File: src/rtl/usb_pkg.sv
`default_nettype none
// +--------------------------------------------------------------------+
// | usb_pkg : shared FSM state, timing defaults and byte width for the  |
// |           FT245-style USB bus blocks.          Rev 1.0              |
// +--------------------------------------------------------------------+
package usb_pkg;

   localparam int BYTE_W          = 8;
   localparam int DEF_FIFO_DEPTH  = 16;
   localparam int DEF_SETUP_CYC   = 2;
   localparam int DEF_WR_CYC      = 6;
   localparam int DEF_RECOVER_CYC = 8;
   localparam int DEF_SI_TIMEOUT  = 1000;

   typedef enum logic [2:0] {
      ST_IDLE    = 3'd0,
      ST_SETUP   = 3'd1,
      ST_STROBE  = 3'd2,
      ST_HOLD    = 3'd3,
      ST_RECOVER = 3'd4,
      ST_SI      = 3'd5
   } tx_state_t;

endpackage
`default_nettype wire

File: src/rtl/sync_fifo.sv
`default_nettype none
// +--------------------------------------------------------------------+
// | sync_fifo : first-word-fall-through FIFO, power-of-two depth,       |
// |             synchronous active-high reset.     Rev 1.0              |
// +--------------------------------------------------------------------+
module sync_fifo #(
   parameter int DEPTH = 16,
   parameter int WIDTH = 8
) (
   input  logic             clk,
   input  logic             rst,
   input  logic             wr_en,
   input  logic [WIDTH-1:0] wr_data,
   output logic             full,
   input  logic             rd_en,
   output logic [WIDTH-1:0] rd_data,
   output logic             empty
);

   localparam int AW = $clog2(DEPTH);
   localparam int CW = AW + 1;
   localparam logic [AW-1:0] PTR_ONE  = AW'(1);
   localparam logic [CW-1:0] CNT_ONE  = CW'(1);
   localparam logic [CW-1:0] CNT_FULL = CW'(DEPTH);

   logic [WIDTH-1:0] mem [DEPTH];
   logic [AW-1:0]    wr_ptr;
   logic [AW-1:0]    rd_ptr;
   logic [CW-1:0]    count;
   logic             do_wr;
   logic             do_rd;

   assign full    = (count == CNT_FULL);
   assign empty   = (count == '0);
   assign do_wr   = wr_en && !full;
   assign do_rd   = rd_en && !empty;
   assign rd_data = mem[rd_ptr];

   always_ff @(posedge clk) begin
      if (do_wr) begin
         mem[wr_ptr] <= wr_data;
      end
   end

   // Pointers wrap naturally because DEPTH is a power of two.
   always_ff @(posedge clk) begin
      if (rst) begin
         wr_ptr <= '0;
         rd_ptr <= '0;
         count  <= '0;
      end else begin
         if (do_wr) wr_ptr <= wr_ptr + PTR_ONE;
         if (do_rd) rd_ptr <= rd_ptr + PTR_ONE;
         case ({do_wr, do_rd})
            2'b10:   count <= count + CNT_ONE;
            2'b01:   count <= count - CNT_ONE;
            default: count <= count;
         endcase
      end
   end

endmodule
`default_nettype wire

File: src/rtl/usb_tx.sv
`default_nettype none
// +--------------------------------------------------------------------+
// | usb_tx : FT245-style host-bound byte writer with send-immediate.    |
// |          Optional auto send-immediate: define USB_TX_AUTO_SI_EN.    |
// |          Rev 1.0                                                    |
// +--------------------------------------------------------------------+
module usb_tx
   import usb_pkg::*;
#(
   parameter int FIFO_DEPTH  = DEF_FIFO_DEPTH,
   parameter int SETUP_CYC   = DEF_SETUP_CYC,
   parameter int WR_CYC      = DEF_WR_CYC,
   parameter int RECOVER_CYC = DEF_RECOVER_CYC,
   parameter int SI_TIMEOUT  = DEF_SI_TIMEOUT
) (
   input  logic              clk,
   input  logic              rst,
   input  logic [BYTE_W-1:0] in_data,
   input  logic              in_valid,
   output logic              in_ready,
   input  logic              flush,
   input  logic              txe,
   input  logic              rx_active,
   output logic              tx_active,
   output logic [BYTE_W-1:0] d_out,
   output logic              d_oe,
   output logic              wr,
   output logic              si_n
);

   localparam logic [15:0] SETUP_LOAD   = 16'(SETUP_CYC - 1);
   localparam logic [15:0] WR_LOAD      = 16'(WR_CYC - 1);
   localparam logic [15:0] RECOVER_LOAD = 16'(RECOVER_CYC - 1);

   if (FIFO_DEPTH < 2 || (FIFO_DEPTH & (FIFO_DEPTH - 1)) != 0 || SETUP_CYC < 1 ||
       WR_CYC < 1 || RECOVER_CYC < 1 || SI_TIMEOUT < 1) begin : g_param_check
      $error("usb_tx: illegal parameter value");
   end

   tx_state_t         state;
   logic [15:0]       tcnt;
   logic              tcnt_done;
   logic              flush_flag;
   logic              auto_si;
   logic              fifo_full;
   logic              fifo_empty;
   logic              pop;
   logic [BYTE_W-1:0] head;

   assign in_ready  = !fifo_full;
   assign pop       = (state == ST_HOLD);
   assign tcnt_done = (tcnt == '0);

   sync_fifo #(
      .DEPTH (FIFO_DEPTH),
      .WIDTH (BYTE_W)
   ) u_fifo (
      .clk     (clk),
      .rst     (rst),
      .wr_en   (in_valid),
      .wr_data (in_data),
      .full    (fifo_full),
      .rd_en   (pop),
      .rd_data (head),
      .empty   (fifo_empty)
   );

`ifdef USB_TX_AUTO_SI_EN
   localparam int AW = $clog2(SI_TIMEOUT + 1);
   localparam logic [AW-1:0] SI_LIMIT = AW'(SI_TIMEOUT);
   localparam logic [AW-1:0] IDLE_ONE = AW'(1);

   logic [AW-1:0] idle_cnt;
   logic          written;

   // Counter saturates at the limit and is cleared once the SI it caused starts.
   always_ff @(posedge clk) begin
      if (rst) begin
         idle_cnt <= '0;
         written  <= 1'b0;
      end else if (in_valid && in_ready) begin
         idle_cnt <= '0;
         written  <= 1'b1;
      end else if (state == ST_SI) begin
         idle_cnt <= '0;
         written  <= 1'b0;
      end else if (state == ST_IDLE && fifo_empty && written && !flush_flag &&
                   idle_cnt != SI_LIMIT) begin
         idle_cnt <= idle_cnt + IDLE_ONE;
      end
   end

   assign auto_si = (idle_cnt == SI_LIMIT);
`else
   assign auto_si = 1'b0;
`endif

   always_ff @(posedge clk) begin
      if (rst) begin
         state      <= ST_IDLE;
         tcnt       <= '0;
         flush_flag <= 1'b0;
         wr         <= 1'b0;
         si_n       <= 1'b1;
         d_oe       <= 1'b0;
         d_out      <= '0;
         tx_active  <= 1'b0;
      end else begin
         // The clear on SI exit below overrides a coincident set.
         if (flush || auto_si) flush_flag <= 1'b1;

         case (state)
            ST_IDLE: begin
               if (!rx_active) begin
                  if (!fifo_empty && !txe) begin
                     state     <= ST_SETUP;
                     tcnt      <= SETUP_LOAD;
                     d_oe      <= 1'b1;
                     d_out     <= head;
                     tx_active <= 1'b1;
                  end else if (fifo_empty && flush_flag) begin
                     state     <= ST_SI;
                     tcnt      <= WR_LOAD;
                     si_n      <= 1'b0;
                     tx_active <= 1'b1;
                  end
               end
            end
            ST_SETUP: begin
               if (tcnt_done) begin
                  state <= ST_STROBE;
                  tcnt  <= WR_LOAD;
                  wr    <= 1'b1;
               end else begin
                  tcnt <= tcnt - 16'd1;
               end
            end
            ST_STROBE: begin
               if (tcnt_done) begin
                  state <= ST_HOLD;
                  wr    <= 1'b0;
               end else begin
                  tcnt <= tcnt - 16'd1;
               end
            end
            ST_HOLD: begin
               state     <= ST_RECOVER;
               tcnt      <= RECOVER_LOAD;
               d_oe      <= 1'b0;
               tx_active <= 1'b0;
            end
            ST_RECOVER: begin
               if (tcnt_done) state <= ST_IDLE;
               else           tcnt  <= tcnt - 16'd1;
            end
            ST_SI: begin
               if (tcnt_done) begin
                  state      <= ST_IDLE;
                  si_n       <= 1'b1;
                  tx_active  <= 1'b0;
                  flush_flag <= 1'b0;
               end else begin
                  tcnt <= tcnt - 16'd1;
               end
            end
            default: state <= ST_IDLE;
         endcase
      end
   end

endmodule
`default_nettype wire
File: config.mk
export PLATFORM = sky130hd
export DESIGN_NAME = usb_tx
export DESIGN_NICKNAME = d
export VERILOG_FILES = /design/src/rtl/usb_pkg.sv /design/src/rtl/sync_fifo.sv /design/src/rtl/usb_tx.sv
export SDC_FILE = /design/constraint.sdc
export NUM_CORES = 1
export LEC_CHECK = 0
export ABC_AREA = 1
export ABC_CLOCK_PERIOD_IN_PS = 2400
export BUFFER_PORTS_ARGS = -buffer_cell sky130_fd_sc_hd__buf_2
export CORE_MARGIN = 10
export CORE_UTILIZATION = 45
export CTS_BUF_LIST = sky130_fd_sc_hd__clkbuf_8
export DETAILED_ROUTE_END_ITERATION = 12
export GPL_ROUTABILITY_DRIVEN = 1
export HOLD_SLACK_MARGIN = 0.02
export PLACE_DENSITY = 0.58
export SETUP_SLACK_MARGIN = 0.5
export SLEW_MARGIN = 5
export SYNTH_ARGS = -nofsm -noshare
export SYNTH_HDL_FRONTEND = slang
export SYNTH_HIERARCHICAL = 1
export SYNTH_SLANG_ARGS = --single-unit
export TNS_END_PERCENT = 50
File: constraint.sdc
create_clock -name clk -period 2.4 [get_ports clk]
set_input_delay 0.24 -clock clk [delete_from_list [all_inputs] [get_ports clk]]
set_output_delay 0.24 -clock clk [all_outputs]
set_load 0.02 [all_outputs]
==> summary.txt <==
Clock network
  • Skew-Pair Late Insertion Delay: 0.46 ns
  • Depth of the CTS H-tree: 4
  • Clk Tree Root Cell: sky130_fd_sc_hd__clkbuf_8
  • CTS sink count: 177
  • TritonCTS clock tree: yes
  • Number of buffers created by CTS: 17
  • Clock Tree Buf Depth: 2
  • CTS clk-pin slew, worst paths: 0.09 ns

Timing
  • Worst-case clock skew: 0.0125 ns
  • Setup violators final: 0
  • Min Hold Slack: 0.163 ns
  • Post-layout min period: 1.96 ns
  • Worst Tran Pin Value: 0.563 ns
  • Fin. Hold Viols: 0
  • Unrepaired setup endpoints after global routing: yes
  • Crit share post-route: 81.5%
  • Max-Slew Margin vs Limit: 62.4%
  • Final number of max-transition violations: 0
  • Total negative slack for setup checks: 0 ns
  • Maximum operating frequency: 511 MHz

Critical path
  • CP Max Fanout: 5
  • Endpoint kind of the worst setup timing path: flip-flop
  • Critical Setup Path Class: reg2reg
  • Data arrival time of the critical path: 2.32 ns
  • Startpoint class of the critical path: flip-flop
  • WP data required: 2.77 ns

Power
  • Leakage power figure: 3.51 nW
  • Peak supply drop: 0.857 mV
  • Power Dens Cells: 963 mW/mm^2

Logic synthesis
  • Multiplexer fraction of the synthesized cell area: 3.98%
  • Distinct cell type count after synthesis: 42
  • Synthesized netlist cell count: 767
  • Area fraction in compound gates after synthesis: 11.2%
  • Part of the Yosys area used for sequential elements: 59.9%
  • Net Count, Synth: 790
  • Simple-gate share of the synthesized area: 16.1%
  • Combinational family with the most area after synthesis: simple AND/OR/NAND/NOR gates
  • Summed instance area of the synthesized netlist: 0.00805 sq mm
  • Number of warnings issued by yosys: 6
  • Post-synthesis area per instance: 10.5 sq um
  • Area share of fa/ha/maj cells after synthesis: 1.40%
  • Synthesized-area fraction occupied by xor and xnor cells: 1.07%
  • Post-synthesis sequential element count: 177

Global routing
  • Antenna violations before repair: 0
  • Global-route usage over all layers: 14.8%
  • Wire length of the first global-routing pass: 28300 um
  • Largest net degree at the start of global routing: 33
  • Number of global-route vias before repair: 5511
  • Remaining global-route overflow: 0

Route
  • Number of DRC violations after detailed routing: 0
  • Total detailed-routing wirelength: 17600 um
  • M1 wire length: 7860 um
  • Number of vias in the routed layout: 5638
  • Vias per cell: 5.23
  • Remaining number of nets flagged by the antenna check after routing: 0
  • Average routed wire per standard cell: 16.4 um
  • Routed length on met2: 9000 um
  • Met3 routed WL: 533 um
  • Top routing layer in use: met4
  • Count of TritonRoute iterations in the first routing pass: 7
  • Number of DRC violations after detailed-routing iteration 0: 329

Run
  • Max-cap violations: 0

Layout
  • Number of nets in the final layout: 864
  • Area grow syn2layout: 15.0%
  • Ratio of cells with drive above 1 in the final layout: 20.0%
  • # diodes: 0

Floorplanning
  • Width of the die: 154 um
  • Effective utilization at floorplan: 46.2%
  • Vertical die dimension: 154 um
  • Area of the die: 0.0236 sq mm
  • Placeable core region: 0.0174 sq mm
  • Standard-cell rows: 48
  • Count of pins on the block boundary: 27

Min path
  • Worst hold path type: in2reg

Placed design
  • Placed wire-length estimate after detailed placement: 11800 um
  • Placer congestion estimate: 0.868
  • Buffers added on ports: 26

Status
  • Outcome: complete, no violations
-- report_power, final --
group | internal, mW | switching (mW) | leakage [nW]
Sequential | 3.51 | 0.205 | 1.56
Clock | 0.834 | 1.10 | 0.181
Combinational | 1.16 | 2.10 | 1.76
-- cell usage after synthesis, drive strengths merged --
library cell  count  area [sq um]
nand2           107           442
nor3b             8          60.1
xor2              8          77.6
clkbuf           15          56.3
a211oi            3          22.5
nor2             92           424
xnor2             1          8.76
nand4            10          62.6
edfxtp          128          3840
a21oi            49           264
inv              93           357
o21ai            61           305
o31ai             2          33.8
nor3              7          46.3
mux2i            32           320
o21bai            4          30.0
nor4              2          12.5
ha                9           113
nand3            40           240
o211ai           33           248
buf              13          96.3
dfxtp            49           981
or2               1          6.26
-- final timing paths --
kind	slack (ns)	to	startpoint	cells past startpoint
max	0.44	u_fifo/count[4]$_SDFFE_PP0P_	state[2]$_SDFFE_PP0P_	17
min	0.16	u_fifo/mem[5][7]$_DFFE_PP_	in_data[7]	1
max reg2reg	0.44	u_fifo/count[4]$_SDFFE_PP0P_	state[2]$_SDFFE_PP0P_	17
min reg2reg	0.46	tx_active$_SDFFE_PP0P_	tx_active$_SDFFE_PP0P_	2
-- worst max-delay path, stage by stage (launching register included) --
cell                      delay [ns]
sky130_fd_sc_hd__dfxtp_4        0.36
sky130_fd_sc_hd__inv_2          0.07
sky130_fd_sc_hd__nand2_2        0.07
sky130_fd_sc_hd__inv_2          0.08
sky130_fd_sc_hd__nand2_2        0.07
sky130_fd_sc_hd__inv_2          0.09
sky130_fd_sc_hd__nand2_4        0.08
sky130_fd_sc_hd__inv_8          0.08
sky130_fd_sc_hd__ha_4           0.18
sky130_fd_sc_hd__xor2_2         0.17
sky130_fd_sc_hd__ha_2           0.20
sky130_fd_sc_hd__inv_2          0.04
sky130_fd_sc_hd__nand2_2        0.07
sky130_fd_sc_hd__nand2_2        0.06
sky130_fd_sc_hd__nand3_1        0.09
sky130_fd_sc_hd__nand3_1        0.07
sky130_fd_sc_hd__nand2_1        0.06
sky130_fd_sc_hd__inv_1          0.03
-- layout make-up --
class,count,area [sq um]
repair buffers,83,618
clock inverters,13,131
clock buffers,17,234
multi-input cells,469,2790
well taps,225,282
fillers,1575,8160
flip-flops and latches,177,4850
inverters,93,359
-- flip-flops by register name, indices dropped and copies added, names as in the netlist, named ones only --
register       count
d_out              8
u_fifo/mem       128
u_fifo/rd_ptr      4
tcnt              16
flush_flag         1
d_oe               1
tx_active          1
u_fifo/wr_ptr      4
state              3
si_n               1
u_fifo/count       5
wr                 1
-- layer usage --
| layer | GRT usage, % | vias up |
|---|---|---|
| met2 | 25.2 | 84 |
| met5 | 0 | - |
| li1 | - | 2797 |
| met4 | 4.14 | 0 |
| met3 | 3.04 | 19 |
| met1 | 18.6 | 2738 |
-- logic make-up after synthesis --
family	count (synthesis)
AND/OR/NAND/NOR	267
AO/OA/AOI/OAI	152
XOR/XNOR	9
adder cells (fa/ha/maj)	9
flip-flops	177
multiplexers	32
buffers and inverters	121
-- stage by stage --
stage	utilization, %	total power, mW	std cells	setup WS, ns	cell area, sq um
2_1_floorplan	-	6.09	767	0.503	8070
3_3_place_gp	49.2	6.65	1017	0.355	8570
3_5_place_dp	49.2	6.70	1017	0.212	8570
4_1_cts	51.9	8.75	1054	0.481	9030
5_1_grt	53.2	9.55	1077	0.364	9260
6_report	53.2	8.92	1077	0.445	9260
-- timing repair --
action,4_1_cts,5_1_grt
pin swaps,4,12
hold buffers,1,0
endpoints found under the hold margin,1,0
gates resized for setup,12,14
setup endpoints to repair,18,28
setup buffers,6,23
-- cells in the final DEF (no fill, tap or decap), types with 2 or more instances in the layout --
cell type                    synthesis  layout
sky130_fd_sc_hd__a211oi_1            3       3
sky130_fd_sc_hd__a21oi_1            44      44
sky130_fd_sc_hd__a21oi_2             5       5
sky130_fd_sc_hd__buf_12              0       4
sky130_fd_sc_hd__buf_2               5      26
sky130_fd_sc_hd__buf_4               2      51
sky130_fd_sc_hd__clkbuf_8            0      17
sky130_fd_sc_hd__clkinv_4            0       2
sky130_fd_sc_hd__clkinvlp_4          0       3
sky130_fd_sc_hd__dfxtp_1            49      42
sky130_fd_sc_hd__dfxtp_4             0       6
sky130_fd_sc_hd__edfxtp_1          128     128
sky130_fd_sc_hd__ha_1                9       6
sky130_fd_sc_hd__ha_4                0       2
sky130_fd_sc_hd__inv_1              88      85
sky130_fd_sc_hd__inv_2               3       7
sky130_fd_sc_hd__inv_6               1       4
sky130_fd_sc_hd__inv_8               0       3
sky130_fd_sc_hd__mux2i_1            32      32
sky130_fd_sc_hd__nand2_1            99      95
sky130_fd_sc_hd__nand2_2             4       8
sky130_fd_sc_hd__nand2_4             4       4
sky130_fd_sc_hd__nand3_1            35      35
sky130_fd_sc_hd__nand3_2             3       2
sky130_fd_sc_hd__nand3_4             2       3
sky130_fd_sc_hd__nand4_1            10      10
sky130_fd_sc_hd__nor2_1             80      79
sky130_fd_sc_hd__nor2_2              4       2
sky130_fd_sc_hd__nor2_4              7      10
sky130_fd_sc_hd__nor3_1              6       6
sky130_fd_sc_hd__nor3b_1             8       8
sky130_fd_sc_hd__nor4_1              2       2
sky130_fd_sc_hd__o211ai_1           33      33
sky130_fd_sc_hd__o21ai_0            59      58
sky130_fd_sc_hd__o21ai_1             2       3
sky130_fd_sc_hd__o21bai_1            4       4
sky130_fd_sc_hd__xor2_1              7       6
sky130_fd_sc_hd__xor2_2              1       2
Power figures use the tool's default switching activity.
